## config.mk

```make
export PLATFORM = sky130hd
export DESIGN_NAME = viterbi_frame_sequencer_flat
export DESIGN_NICKNAME = d
export VERILOG_FILES = /design/src/rtl/viterbi_frame_sequencer_if.sv /design/src/rtl/viterbi_frame_sequencer.sv /design/src/flat_wrapper.sv
export SDC_FILE = /design/constraint.sdc
export NUM_CORES = 1
export LEC_CHECK = 0
export CAP_MARGIN = 40
export CORE_MARGIN = 5
export CORE_UTILIZATION = 56
export DETAILED_ROUTE_END_ITERATION = 6
export GPL_ROUTABILITY_DRIVEN = 0
export GPL_TIMING_DRIVEN = 0
export PLACE_DENSITY_LB_ADDON = 0.15
export SKIP_LAST_GASP = 1
export SLEW_MARGIN = 10
export SYNTH_ARGS = -nofsm -noshare
export SYNTH_HDL_FRONTEND = slang
export SYNTH_SLANG_ARGS = --single-unit
export TNS_END_PERCENT = 30
```

## constraint.sdc

```tcl
create_clock -name clk -period 2.45 [get_ports clk]
set_input_delay 0.6125 -clock clk [delete_from_list [all_inputs] [get_ports clk]]
set_output_delay 0.6125 -clock clk [all_outputs]
set_load 0.01 [all_outputs]
```

## src/rtl/viterbi_frame_sequencer_if.sv

```systemverilog
// Bus bundle between the frame sequencer and its controller / codec test path.
// Handshake: start_i is a single-cycle request that is accepted only while busy_o is low;
// there is no back-pressure, so a request seen while busy_o is high is dropped, and
// done_o is a one-cycle completion strobe with bit_ct_o/err_ct_o valid from that cycle on.
interface viterbi_frame_sequencer_if;
    logic        start_i;
    logic [15:0] seed_i;
    logic        decoder_o_i;
    logic        encoder_bit_o;
    logic        encoder_en_o;
    logic        busy_o;
    logic        done_o;
    logic [15:0] bit_ct_o;
    logic [15:0] err_ct_o;
    logic [2:0]  state_dbg_o;

    // Sequencer side
    modport slave (
        input  start_i, seed_i, decoder_o_i,
        output encoder_bit_o, encoder_en_o, busy_o, done_o, bit_ct_o, err_ct_o, state_dbg_o
    );

    // Controller / test-path side
    modport master (
        output start_i, seed_i, decoder_o_i,
        input  encoder_bit_o, encoder_en_o, busy_o, done_o, bit_ct_o, err_ct_o, state_dbg_o
    );
endinterface

```

## src/rtl/viterbi_frame_sequencer.sv

```systemverilog
// Frame sequencer for the encoder / channel / Viterbi decoder test path: sends an LFSR
// payload plus zero tail, waits out decoder latency and counts decoded bit errors.
module viterbi_frame_sequencer #(
    parameter int FRAME_LEN = 256,
    parameter int TAIL_LEN  = 8,
    parameter int DEC_LAT   = 40
) (
    input  logic                        clk,
    input  logic                        rst,
    viterbi_frame_sequencer_if.slave    bus
);

    localparam logic [2:0] S_IDLE  = 3'd0;
    localparam logic [2:0] S_SEND  = 3'd1;
    localparam logic [2:0] S_FLUSH = 3'd2;
    localparam logic [2:0] S_DRAIN = 3'd3;
    localparam logic [2:0] S_DONE  = 3'd4;

    localparam logic [15:0] SEND_LAST  = 16'(FRAME_LEN - 1);
    localparam logic [15:0] FLUSH_LAST = 16'((TAIL_LEN > 0) ? (TAIL_LEN - 1) : 0);
    localparam logic [15:0] DRAIN_LAST = 16'(DEC_LAT - 1);
    localparam logic [15:0] LFSR_INIT  = 16'hACE1;

    logic [2:0]         state_q, state_d;
    logic [15:0]        phase_q, phase_d;
    logic [15:0]        lfsr_q, lfsr_d;
    logic [DEC_LAT-1:0] dl_flag_q, dl_flag_d;
    logic [DEC_LAT-1:0] dl_bit_q, dl_bit_d;
    logic [15:0]        bit_ct_q, bit_ct_d;
    logic [15:0]        err_ct_q, err_ct_d;

    logic start_acc;
    logic send_act;
    logic lfsr_fb;
    logic cmp_en;
    logic cmp_miss;

    assign start_acc = (state_q == S_IDLE) && bus.start_i;
    assign send_act  = (state_q == S_SEND);
    // x^16 + x^14 + x^13 + x^11 + 1, right-shifting Fibonacci form
    assign lfsr_fb   = lfsr_q[0] ^ lfsr_q[2] ^ lfsr_q[3] ^ lfsr_q[5];
    // The tail stage of the reference line lines up with the decoder output
    assign cmp_en    = dl_flag_q[DEC_LAT-1];
    assign cmp_miss  = bus.decoder_o_i ^ dl_bit_q[DEC_LAT-1];

    // Next-state, phase counter and LFSR stepping
    always_comb begin
        state_d = state_q;
        phase_d = phase_q;
        lfsr_d  = lfsr_q;
        case (state_q)
            S_IDLE: begin
                if (bus.start_i) begin
                    lfsr_d  = (bus.seed_i == 16'h0000) ? LFSR_INIT : bus.seed_i;
                    phase_d = 16'd0;
                    state_d = S_SEND;
                end
            end
            S_SEND: begin
                lfsr_d = {lfsr_fb, lfsr_q[15:1]};
                if (phase_q == SEND_LAST) begin
                    phase_d = 16'd0;
                    state_d = (TAIL_LEN == 0) ? S_DRAIN : S_FLUSH;
                end else begin
                    phase_d = phase_q + 16'd1;
                end
            end
            S_FLUSH: begin
                if (phase_q == FLUSH_LAST) begin
                    phase_d = 16'd0;
                    state_d = S_DRAIN;
                end else begin
                    phase_d = phase_q + 16'd1;
                end
            end
            S_DRAIN: begin
                if (phase_q == DRAIN_LAST) begin
                    phase_d = 16'd0;
                    state_d = S_DONE;
                end else begin
                    phase_d = phase_q + 16'd1;
                end
            end
            S_DONE: begin
                state_d = S_IDLE;
            end
            default: begin
                phase_d = 16'd0;
                state_d = S_IDLE;
            end
        endcase
    end

    // Reference delay line: payload flag and bit enter at stage 0 every cycle
    always_comb begin
        dl_flag_d    = dl_flag_q << 1;
        dl_bit_d     = dl_bit_q << 1;
        dl_flag_d[0] = send_act;
        dl_bit_d[0]  = send_act & lfsr_q[0];
    end

    // Bit and error counters: cleared on accepted start, error count saturates
    always_comb begin
        bit_ct_d = bit_ct_q;
        err_ct_d = err_ct_q;
        if (start_acc) begin
            bit_ct_d = 16'd0;
            err_ct_d = 16'd0;
        end else if (cmp_en) begin
            bit_ct_d = bit_ct_q + 16'd1;
            if (cmp_miss && (err_ct_q != 16'hFFFF)) begin
                err_ct_d = err_ct_q + 16'd1;
            end
        end
    end

    // State registers with asynchronous active-low reset
    always_ff @(posedge clk or negedge rst) begin
        if (!rst) begin
            state_q   <= S_IDLE;
            phase_q   <= 16'd0;
            lfsr_q    <= LFSR_INIT;
            dl_flag_q <= '0;
            dl_bit_q  <= '0;
            bit_ct_q  <= 16'd0;
            err_ct_q  <= 16'd0;
        end else begin
            state_q   <= state_d;
            phase_q   <= phase_d;
            lfsr_q    <= lfsr_d;
            dl_flag_q <= dl_flag_d;
            dl_bit_q  <= dl_bit_d;
            bit_ct_q  <= bit_ct_d;
            err_ct_q  <= err_ct_d;
        end
    end

    assign bus.encoder_en_o  = (state_q == S_SEND) || (state_q == S_FLUSH);
    assign bus.encoder_bit_o = send_act & lfsr_q[0];
    assign bus.busy_o        = (state_q != S_IDLE);
    assign bus.done_o        = (state_q == S_DONE);
    assign bus.bit_ct_o      = bit_ct_q;
    assign bus.err_ct_o      = err_ct_q;
    assign bus.state_dbg_o   = state_q;

endmodule

```

## src/flat_wrapper.sv

```systemverilog
// flat-port wrapper written by rule: the top's interface ports become plain ports
module viterbi_frame_sequencer_flat 
#(
    parameter int FRAME_LEN = 256,
    parameter int TAIL_LEN  = 8,
    parameter int DEC_LAT   = 40
)
  (clk, rst, bus_start_i, bus_seed_i, bus_decoder_o_i, bus_encoder_bit_o, bus_encoder_en_o, bus_busy_o, bus_done_o, bus_bit_ct_o, bus_err_ct_o, bus_state_dbg_o);
  viterbi_frame_sequencer_if bus_i ();
  input  logic clk;
  input  logic rst;
  input wire logic [$bits(bus_i.start_i)-1:0] bus_start_i;
  input wire logic [$bits(bus_i.seed_i)-1:0] bus_seed_i;
  input wire logic [$bits(bus_i.decoder_o_i)-1:0] bus_decoder_o_i;
  output wire logic [$bits(bus_i.encoder_bit_o)-1:0] bus_encoder_bit_o;
  output wire logic [$bits(bus_i.encoder_en_o)-1:0] bus_encoder_en_o;
  output wire logic [$bits(bus_i.busy_o)-1:0] bus_busy_o;
  output wire logic [$bits(bus_i.done_o)-1:0] bus_done_o;
  output wire logic [$bits(bus_i.bit_ct_o)-1:0] bus_bit_ct_o;
  output wire logic [$bits(bus_i.err_ct_o)-1:0] bus_err_ct_o;
  output wire logic [$bits(bus_i.state_dbg_o)-1:0] bus_state_dbg_o;
  assign bus_i.start_i = bus_start_i;
  assign bus_i.seed_i = bus_seed_i;
  assign bus_i.decoder_o_i = bus_decoder_o_i;
  assign bus_encoder_bit_o = bus_i.encoder_bit_o;
  assign bus_encoder_en_o = bus_i.encoder_en_o;
  assign bus_busy_o = bus_i.busy_o;
  assign bus_done_o = bus_i.done_o;
  assign bus_bit_ct_o = bus_i.bit_ct_o;
  assign bus_err_ct_o = bus_i.err_ct_o;
  assign bus_state_dbg_o = bus_i.state_dbg_o;
  viterbi_frame_sequencer #(.FRAME_LEN(FRAME_LEN), .TAIL_LEN(TAIL_LEN), .DEC_LAT(DEC_LAT)) u_core (.clk(clk), .rst(rst), .bus(bus_i));
endmodule
```

==> summary.txt <==
Run status
  • Status: finished, final reports clean

Global route
  • Antenna violations before repair: 0
  • First-pass GRT wire length: approximately 19 mm
  • Vias in the first global route: ~4000
  • Grt total ovfl: 0
  • Largest net degree at the start of global routing: between 80 and 90
  • GRT Util Overall: 0.192

Synthesis
  • Post-synth net total: 478
  • Number of synthesized register bits: 147
  • Sequential-to-total area share from yosys stat: 0.651
  • Avg Cell Area, Syn: between 10 and 15 µm²
  • Synth async-reset ratio: 1.00
  • EDFF count, synth: 0
  • Cells after synthesis: around 460
  • YS warnings: 0
  • Top_reg_cell synth: dfrtp_1
  • Synth unique cells: 56
  • Mapped cell area: 5660 µm²

Floorplanning
  • Die Span Y: 111 µm
  • Row Count: 36
  • Core area: 9820 µm²
  • Initial Util: 0.577
  • Die width: 111 µm
  • Full die area: 12200 µm²
  • I/O pins: ~60

Detailed routing
  • Final wirelength: roughly 11 mm
  • Remaining antenna violation count: 0
  • Vias/cell: 5.45
  • DRT iter0 DRCs: approximately 300
  • DR pass1 iterations: 4
  • Detailed-route wire length per cell: between 15 and 20 µm
  • DRC viols: 0
  • DR vias: 3728

STA
  • Slew HR: 0.515
  • Skew final: 0.00777 ns
  • Hold slack: approximately 0.079 ns
  • Tmin final: around 2.4 ns
  • Setup TNS: 0 ns
  • Max Fclk: 421 MHz
  • Worst-margin pin slew: around 0.72 ns
  • Final hold violations: 0
  • Fin. max-slew vios: 0
  • RSZ-0062 raised after global routing: yes
  • Final Cycle Share: 0.970
  • Final setup vio count: 0

Setup path
  • Critical Path Fanout Max: 10
  • Reg-to-Reg End: u_core.phase_q[6]
  • WP data arrival: about 1.8 ns
  • Element type at the critical path end: output pin
  • Critical path required time: about 1.8 ns
  • CP Launch Type: flip-flop
  • R2r worst-path depth: 7
  • Critical setup path kind: reg2out
  • Reg-to-reg setup timing slack: about 0.13 ns
  • R2r startpoint: u_core.phase_q[1]

Clocking
  • CTS root buffer: clkbuf_8
  • TritonCTS clock tree: built
  • CTS Sinks: approximately 150
  • Max Root-Sink Buffers: 2
  • TritonCTS Buffers: 17
  • Clk_lat worst skew: 0.53 ns
  • CTS clk-pin slew, worst paths: ~0.06 ns
  • Clock H-tree levels: 4
  • Post-CTS Hold Fix Bufs: 0

Placement
  • Placed cell areas: about 6400 µm²
  • Buffers on Ports: 58
  • Post-DP HPWL: about 7 mm

Finish
  • Antenna cells: 0
  • Ratio of cells with drive above 1 in the final layout: 0.147
  • Fillers: 720
  • Commonest non-fill, non-tap cell in the layout: dfrtp_1
  • Post-layout utilization of the core: 0.718
  • NumNets Final: roughly 560
  • Area grow syn2layout: 24.6%
  • Finished Cell Area: just over 7000 µm²
  • Most frequent cells in the layout: dfrtp_1, clkdlybuf4s50_1, nand2_1

Hold path
  • Type of the worst min-delay path: in2async

Power and ir drop
  • Pwr Total: about 7.6 mW
  • Peak VDD IR: between 0.8 and 0.9 mV
  • LEAKAGE: approximately 3.2 nW
  • Power density over cell area: 1080 nW/µm²

Flow run
  • Maxcap violations: 0
state kept, by name (all words and copies together), names as in the netlist:
signal and flops:
u_core.phase_q 16, u_core.bus.state_dbg_o 3, u_core.bus.bit_ct_o 16, u_core.dl_flag_q 40, u_core.lfsr_q 16, u_core.dl_bit_q 40
u_core.bus.err_ct_o 16
worst max-delay path, cell delays in order, from the launching register on:
cell	delay, ns
dfrtp_2	0.42
clkbuf_8	0.16
or3_1	0.36
dlygate4sd2_1	0.29
worst max-delay path by stage:
| stage | slack (ns) | cells after the start | endpoint | startpoint |
|---|---|---|---|---|
| detailed placement | -0.37 | 6 | u_core.bus.err_ct_o[12] | bus_start_i |
| finish | 0.07 | 3 | bus_busy_o | u_core.bus.state_dbg_o[0] |
| floorplan | 0.39 | 5 | u_core.phase_q[8] | u_core.phase_q[6] |
| CTS | -0.14 | 4 | bus_encoder_bit_o | u_core.bus.state_dbg_o[1] |
| global route | -0.009 | 3 | bus_busy_o | u_core.bus.state_dbg_o[0] |
| global placement | -4.70 | 1 | u_core.lfsr_q[4] | rst |
routing by layer:
metal  share of wire  global-route usage  wire length (µm)  vias to the layer above
met3           0.042              0.0465               455                       20
met1            0.45               0.254              4930                     1843
met5               0                   0                 0                        -
li1                -                   -                 -                     1769
met4           0.022              0.0993               240                        0
met2            0.48               0.297              5270                       96
synth_stat cells (9+ instances only):
| master | n | share of area |
|---|---|---|
| a211oi_1 | 9 | 0.012 |
| a22oi_1 | 18 | 0.024 |
| and3_1 | 11 | 0.012 |
| clkbuf_1 | 12 | 0.0080 |
| dfrtp_1 | 139 | 0.61 |
| inv_1 | 9 | 0.0060 |
| nand2_1 | 46 | 0.030 |
| nand3_1 | 12 | 0.011 |
| nand4_1 | 12 | 0.013 |
| nor2_1 | 43 | 0.029 |
| o21ai_0 | 11 | 0.0097 |
| xnor2_1 | 25 | 0.039 |
| xor2_1 | 12 | 0.019 |
kinds of logic after synthesis:
kind of cell | count (synthesis) | share of synthesized area
AO/OA/AOI/OAI | 72 | 0.105
XOR/XNOR | 37 | 0.0572
adder cells (fa/ha/maj) | 3 | 0.00663
buffers and inverters | 30 | 0.0287
flip-flops | 147 | 0.651
multiplexers | 5 | 0.00950
AND/OR/NAND/NOR | 161 | 0.142
metrics by stage:
stage	setup WS [ns]	std cells
floorplan	0.393	455
global placement	-4.70	646
detailed placement	-0.365	647
CTS	-0.145	681
global route	-0.00910	684
finish	0.0740	684
cell type report:
cell class              instances  area (µm²)  share of cell area
plain buffers                  19         114              0.0161
clock buffers                  18         428              0.0607
clock inverters                14         143              0.0202
inverters                      10        37.5             0.00532
multi-input cells             278        1810               0.257
flip-flops and latches        147        3690               0.523
well taps                     133         166              0.0236
repair buffers                 65         661              0.0937
timing repair:
item	CTS	global route
setup endpoints to repair	4	24
gates resized for setup	3	4
pin swaps	0	1
buffers inserted	3	3
power by group:
part | internal [mW] | switching (mW)
clock | 1.41 | 1.06
sequential | 3.10 | 0.319
combinational | 0.766 | 0.943
total | 5.27 | 2.33
No activity file was read; power rests on OpenSTA's default activity.
